--- src/rtl/rps_match_controller.sv ---
// rps_match_controller: rock-paper-scissors match FSM (lock collection, round judging, lock timeout, scoring, match winner)
//   clk, rst (async, active-low); choice1/choice2 one-hot {scissors,paper,rock}; lock1/lock2 lock strobes;
//   new_match clears scores and restarts; result 00 tie/none, 01 p1, 10 p2; score1/score2 round wins;
//   locked1/locked2 latched flags; state 00 IDLE 01 COLLECT 10 REVEAL 11 MATCH_OVER; round_done judge pulse; winner match winner
module rps_match_controller #(
    parameter int WIN_SCORE     = 10,
    parameter int LOCK_TIMEOUT  = 16,
    parameter int REVEAL_CYCLES = 8
) (
    input  logic       clk,
    input  logic       rst,
    input  logic [2:0] choice1,
    input  logic [2:0] choice2,
    input  logic       lock1,
    input  logic       lock2,
    input  logic       new_match,
    output logic [1:0] result,
    output logic [3:0] score1,
    output logic [3:0] score2,
    output logic       locked1,
    output logic       locked2,
    output logic [1:0] state,
    output logic       round_done,
    output logic [1:0] winner
);
    typedef enum logic [1:0] {IDLE, COLLECT, REVEAL, MATCH_OVER} state_t;
    localparam int TMAX = LOCK_TIMEOUT > REVEAL_CYCLES ? LOCK_TIMEOUT : REVEAL_CYCLES;
    localparam int TW = $clog2(TMAX + 1);
    localparam logic [TW-1:0] T_LAST = TW'(LOCK_TIMEOUT - 1);
    localparam logic [TW-1:0] R_LAST = TW'(REVEAL_CYCLES - 1);
    localparam logic [3:0] WS = 4'(WIN_SCORE);
    state_t st, st_n;
    logic [2:0] ch1, ch2, ch1_n, ch2_n, c1, c2;
    logic [TW-1:0] tmr, tmr_n;
    logic [1:0] result_n, winner_n;
    logic [3:0] score1_n, score2_n;
    logic locked1_n, locked2_n, round_done_n;
    logic acc1, acc2, l1, l2, both, tout, judge, p1w, p2w;
    assign state = st;
    assign acc1 = st == COLLECT && lock1 && !locked1 && $onehot(choice1);
    assign acc2 = st == COLLECT && lock2 && !locked2 && $onehot(choice2);
    assign l1 = locked1 | acc1;
    assign l2 = locked2 | acc2;
    assign c1 = acc1 ? choice1 : ch1;
    assign c2 = acc2 ? choice2 : ch2;
    assign both = l1 & l2;
    // the single timer doubles as the REVEAL counter; it is zeroed on judging
    assign tout = (locked1 ^ locked2) && tmr == T_LAST;
    assign judge = st == COLLECT && (both || tout);
    // X beats Y when X equals Y rotated left by one (rock>scissors, paper>rock, scissors>paper)
    assign p1w = both ? c1 == {c2[1:0], c2[2]} : l1;
    assign p2w = both ? c2 == {c1[1:0], c1[2]} : l2;
    always_comb begin
        st_n = st;
        ch1_n = ch1;
        ch2_n = ch2;
        tmr_n = tmr;
        locked1_n = locked1;
        locked2_n = locked2;
        result_n = result;
        score1_n = score1;
        score2_n = score2;
        round_done_n = 1'b0;
        winner_n = winner;
        case (st)
            IDLE: st_n = COLLECT;
            COLLECT: begin
                locked1_n = l1;
                locked2_n = l2;
                ch1_n = c1;
                ch2_n = c2;
                tmr_n = (locked1 ^ locked2) ? tmr + TW'(1) : tmr;
                if (judge) begin
                    st_n = REVEAL;
                    tmr_n = '0;
                    result_n = {p2w, p1w};
                    score1_n = (p1w && score1 != WS) ? score1 + 4'd1 : score1;
                    score2_n = (p2w && score2 != WS) ? score2 + 4'd1 : score2;
                    round_done_n = 1'b1;
                end
            end
            REVEAL: begin
                tmr_n = tmr + TW'(1);
                if (tmr == R_LAST) begin
                    tmr_n = '0;
                    locked1_n = 1'b0;
                    locked2_n = 1'b0;
                    ch1_n = '0;
                    ch2_n = '0;
                    st_n = (score1 == WS || score2 == WS) ? MATCH_OVER : COLLECT;
                    winner_n = score1 == WS ? 2'b01 : score2 == WS ? 2'b10 : 2'b00;
                end
            end
            MATCH_OVER: ;
        endcase
        if (new_match && st != IDLE) begin
            st_n = COLLECT;
            ch1_n = '0;
            ch2_n = '0;
            tmr_n = '0;
            locked1_n = 1'b0;
            locked2_n = 1'b0;
            result_n = 2'b00;
            score1_n = 4'd0;
            score2_n = 4'd0;
            round_done_n = 1'b0;
            winner_n = 2'b00;
        end
    end
    always_ff @(posedge clk or negedge rst) begin
        if (!rst) begin
            st <= IDLE;
            ch1 <= '0;
            ch2 <= '0;
            tmr <= '0;
            locked1 <= 1'b0;
            locked2 <= 1'b0;
            result <= 2'b00;
            score1 <= 4'd0;
            score2 <= 4'd0;
            round_done <= 1'b0;
            winner <= 2'b00;
        end else begin
            st <= st_n;
            ch1 <= ch1_n;
            ch2 <= ch2_n;
            tmr <= tmr_n;
            locked1 <= locked1_n;
            locked2 <= locked2_n;
            result <= result_n;
            score1 <= score1_n;
            score2 <= score2_n;
            round_done <= round_done_n;
            winner <= winner_n;
        end
    end
endmodule

--- config.mk ---
export PLATFORM = sky130hd
export DESIGN_NAME = rps_match_controller
export DESIGN_NICKNAME = d
export VERILOG_FILES = /design/src/rtl/rps_match_controller.sv
export SDC_FILE = /design/constraint.sdc
export NUM_CORES = 1
export LEC_CHECK = 0
export ABC_AREA = 1
export ABC_CLOCK_PERIOD_IN_PS = 2180
export CORE_UTILIZATION = 40
export DETAILED_ROUTE_END_ITERATION = 6
export MAX_ROUTING_LAYER = met4
export SYNTH_ARGS = -nofsm -noshare
export SYNTH_HDL_FRONTEND = slang
export SYNTH_SLANG_ARGS = --single-unit
--- constraint.sdc ---
create_clock -name clk -period 2.18 [get_ports clk]
set_input_delay 0.218 -clock clk [delete_from_list [all_inputs] [get_ports clk]]
set_output_delay 0.218 -clock clk [all_outputs]
set_load 0.01 [all_outputs]
==> impl_results.md <==
* Worst-Skew Late Latency at 0.28 ns
* Multiplexer area fraction after synthesis at 1.08%
* Final instance area at 2610 µm²
* Hold Vio Cnt, Final at 0
* Max FO, Critical Path at 7
* I/O pin total at 28
* Max Clk Rate at 0.507 GHz
* Final Critical Period at 1.97 ns
* Yosys warnings at 0
* Grt ovf at 0
* PD cells at 857 nW/µm²
* Worst EP arrival at 2.15 ns
* Startpoint types: input port
* DR iter-0 viols at 77
* Crit Path Category: in -> reg
* Clk sink count at 28
* Final setup margin at 0.207 ns
* Nets at 340
* Post-synth top flop: dfrtp_1
* Synthesized net count at 285
* Final setup viols at 0
* First-pass GRT wire length at 7530 µm
* Async S/R FF share, synth at 100%
* Initial antenna violation count at 0
* Area Growth Syn to Fin at 31.9%
* XOR/XNOR Fraction of Synth Area at 1.33%
* VDD IR max at 533 µV
* Clock skew at 0.00878 ns
* Req. time, crit path at 2.35 ns
* CTS H-tree depth at 1
* Count of pins over their slew limit at 0
* Leak at 1.32 nW
* Number of global-route vias before repair at 1695
* Sequential area share after synthesis at 35.5%
* Clock tree buffer depth at 2
* Synth Area in Simple Gates at 36.4%
* Height of the die at 72.3 µm
* Largest family of logic cells by synthesized area: simple AND/OR/NAND/NOR gates
* Post-place setup slack at -0.430 ns
* Synthesized cell area at 1970 µm²
* DR vias/cell at 4.59
* Area contributors post-synth: dfrtp_1 35%, nand2_1 16%, nand3_1 7.9%
* Final period utilization at 90.5%
* RSZ-0062 raised after global routing: false
* Status: completed
* Port Buffers at 27
* Hold slack at 0.310 ns
* GP Congestion at 0.804
* Placed standard-cell area at 2500 µm²
* Antenna diodes at 0
* Root Driver: clkbuf_8
* Syn Area/Cell at 7.51 µm²
* Slew margin rel. at 73.9%
* Core Area at 4720 µm²
* Compound-Gate Fraction of Synth Area at 8.81%
* CTS buffer count at 3
* Worst Setup End Kind: register
* DRT Pass-1 Iters at 4
* Row count at 25
* Top-area cell type share of the netlist area at 35.5%
* Final ANT Viol Nets at 0
* Synth Instances at 263
* DIE AREA at 5220 µm²
* CTS clk-pin slew, worst paths at 0.10 ns
* Unique masters post-synth at 30
* Adder-Cell Fraction of Synth Area at 7.73%
* Worst Hold Class: in -> async
* Routed WL at 4380 µm
* Via count at 1763
* Avg WL per Cell at 11.4 µm
* CTS tree: built
* GRT Total Usage at 18.8%
* Max Cap Viol at 0
* Seq cells post-synth at 28
* Share of cells above drive strength 1 at 22.1%
* Die Wd at 72.3 µm
* EDFF count, synth at 0
* DRC at 0
* Area leader, netlist: dfrtp_1
* HPWL Detailed at 3380 µm
* Largest net degree at the start of global routing at 29
* CTS Hold Buffers Added at 0
* Worst Tran Pin Value at 0.388 ns
* Initial core utilization at 41.8%
where the power goes:
part	total, mW	switching (mW)	internal [mW]
Combinational	1.15	0.618	0.537
Clock	0.328	0.166	0.162
Sequential	0.750	0.122	0.628
Total	2.23	0.906	1.33
cells in the final DEF, fill, tap and decap left out, types with 9 or more instances in the layout:
cell	instances
inv_1	29
clkdlybuf4s50_1	21
nand3_1	31
buf_4	24
dfrtp_1	27
nand2_2	11
nand2_1	74
nand2_4	9
nor2_1	12
metrics by stage:
| step | power, mW | std cells | util (%) | TNS [ns] |
|---|---|---|---|---|
| 6_report | 2.23 | 384 | 55.2 | 0 |
| 5_1_grt | 2.43 | 384 | 55.2 | 0 |
| 4_1_cts | 2.23 | 384 | 54.8 | 0 |
| 3_5_place_dp | 1.87 | 380 | 53.0 | -6.15 |
| 3_3_place_gp | 1.86 | 380 | 53.0 | -5.80 |
| 2_1_floorplan | 1.42 | 263 | - | 0 |
cells in the mapped netlist, types with 3 or more instances:
master   instances
nand2_1         82
inv_1           36
nand3_1         31
dfrtp_1         28
nor2_1          12
ha_1             9
o21ai_0          8
o22ai_1          8
nand2_2          6
nand2_4          6
a21oi_1          5
nor2_4           5
or2_2            4
xor2_1           3
sequential cells by signal, indices dropped and copies added (netlist names):
| name | count |
|---|---|
| ch1 | 3 |
| ch2 | 3 |
| locked1 | 1 |
| locked2 | 1 |
| result | 2 |
| round_done | 1 |
| score1 | 4 |
| score2 | 4 |
| state | 2 |
| tmr | 5 |
| winner | 2 |
worst max-delay path: stages:
cell and delay, ns:
dlygate4sd2_1 0.23, inv_2 0.06, fa_1 0.52, nor2_4 0.20, nand2_4 0.12, nand2_2 0.09, nand2_1 0.06, nand2_1 0.06
nand2_1 0.06, clkinv_1 0.04, nand3_1 0.07, nand2_1 0.08, nand2_2 0.07, nand2_4 0.09, nand2_4 0.07, nand2_1 0.06
nand2_1 0.04
routing by layer:
layer	GRT usage (%)	share of wire, %	vias to the layer above
met5	-	0	-
met4	3.05	0.55	0
met3	2.92	2.0	4
met2	29.4	47	15
met1	26.3	50	797
li1	-	-	947
area by class of cell:
class                      instances  area (µm²)
fill                             450        2120
multi-input combinational        194        1140
sequential                        28         702
timing repair buffer              51         447
inverter                          40         176
tap                               67        83.8
clock buffer                       4        55.1
repair_timing:
action,in CTS,in global routing
buffers inserted,0,0
gates resized for setup,20,8
setup endpoints to repair,12,16
gates cloned,0,0
pin swaps,10,8
cell families (layout without fill, tap and decap cells):
kind of cell	after synthesis	count (layout)
XOR/XNOR	3	3
AO/OA/AOI/OAI	28	28
adder cells (fa/ha/maj)	11	11
flip-flops	28	28
AND/OR/NAND/NOR	150	150
buffers and inverters	41	95
multiplexers	2	2
worst paths after layout:
kind,from,to,slack (ns),cells past startpoint
max,choice1[2],score1[3],0.21,17
min,rst,locked1,0.31,2
max reg2reg,state[1],score1[3],0.21,17
min reg2reg,winner[0],winner[0],0.51,1
max in group asynchronous,rst,state[0],1.59,2
min in group clk,winner[0],winner[0],0.51,1
Power figures use the tool's default switching activity.
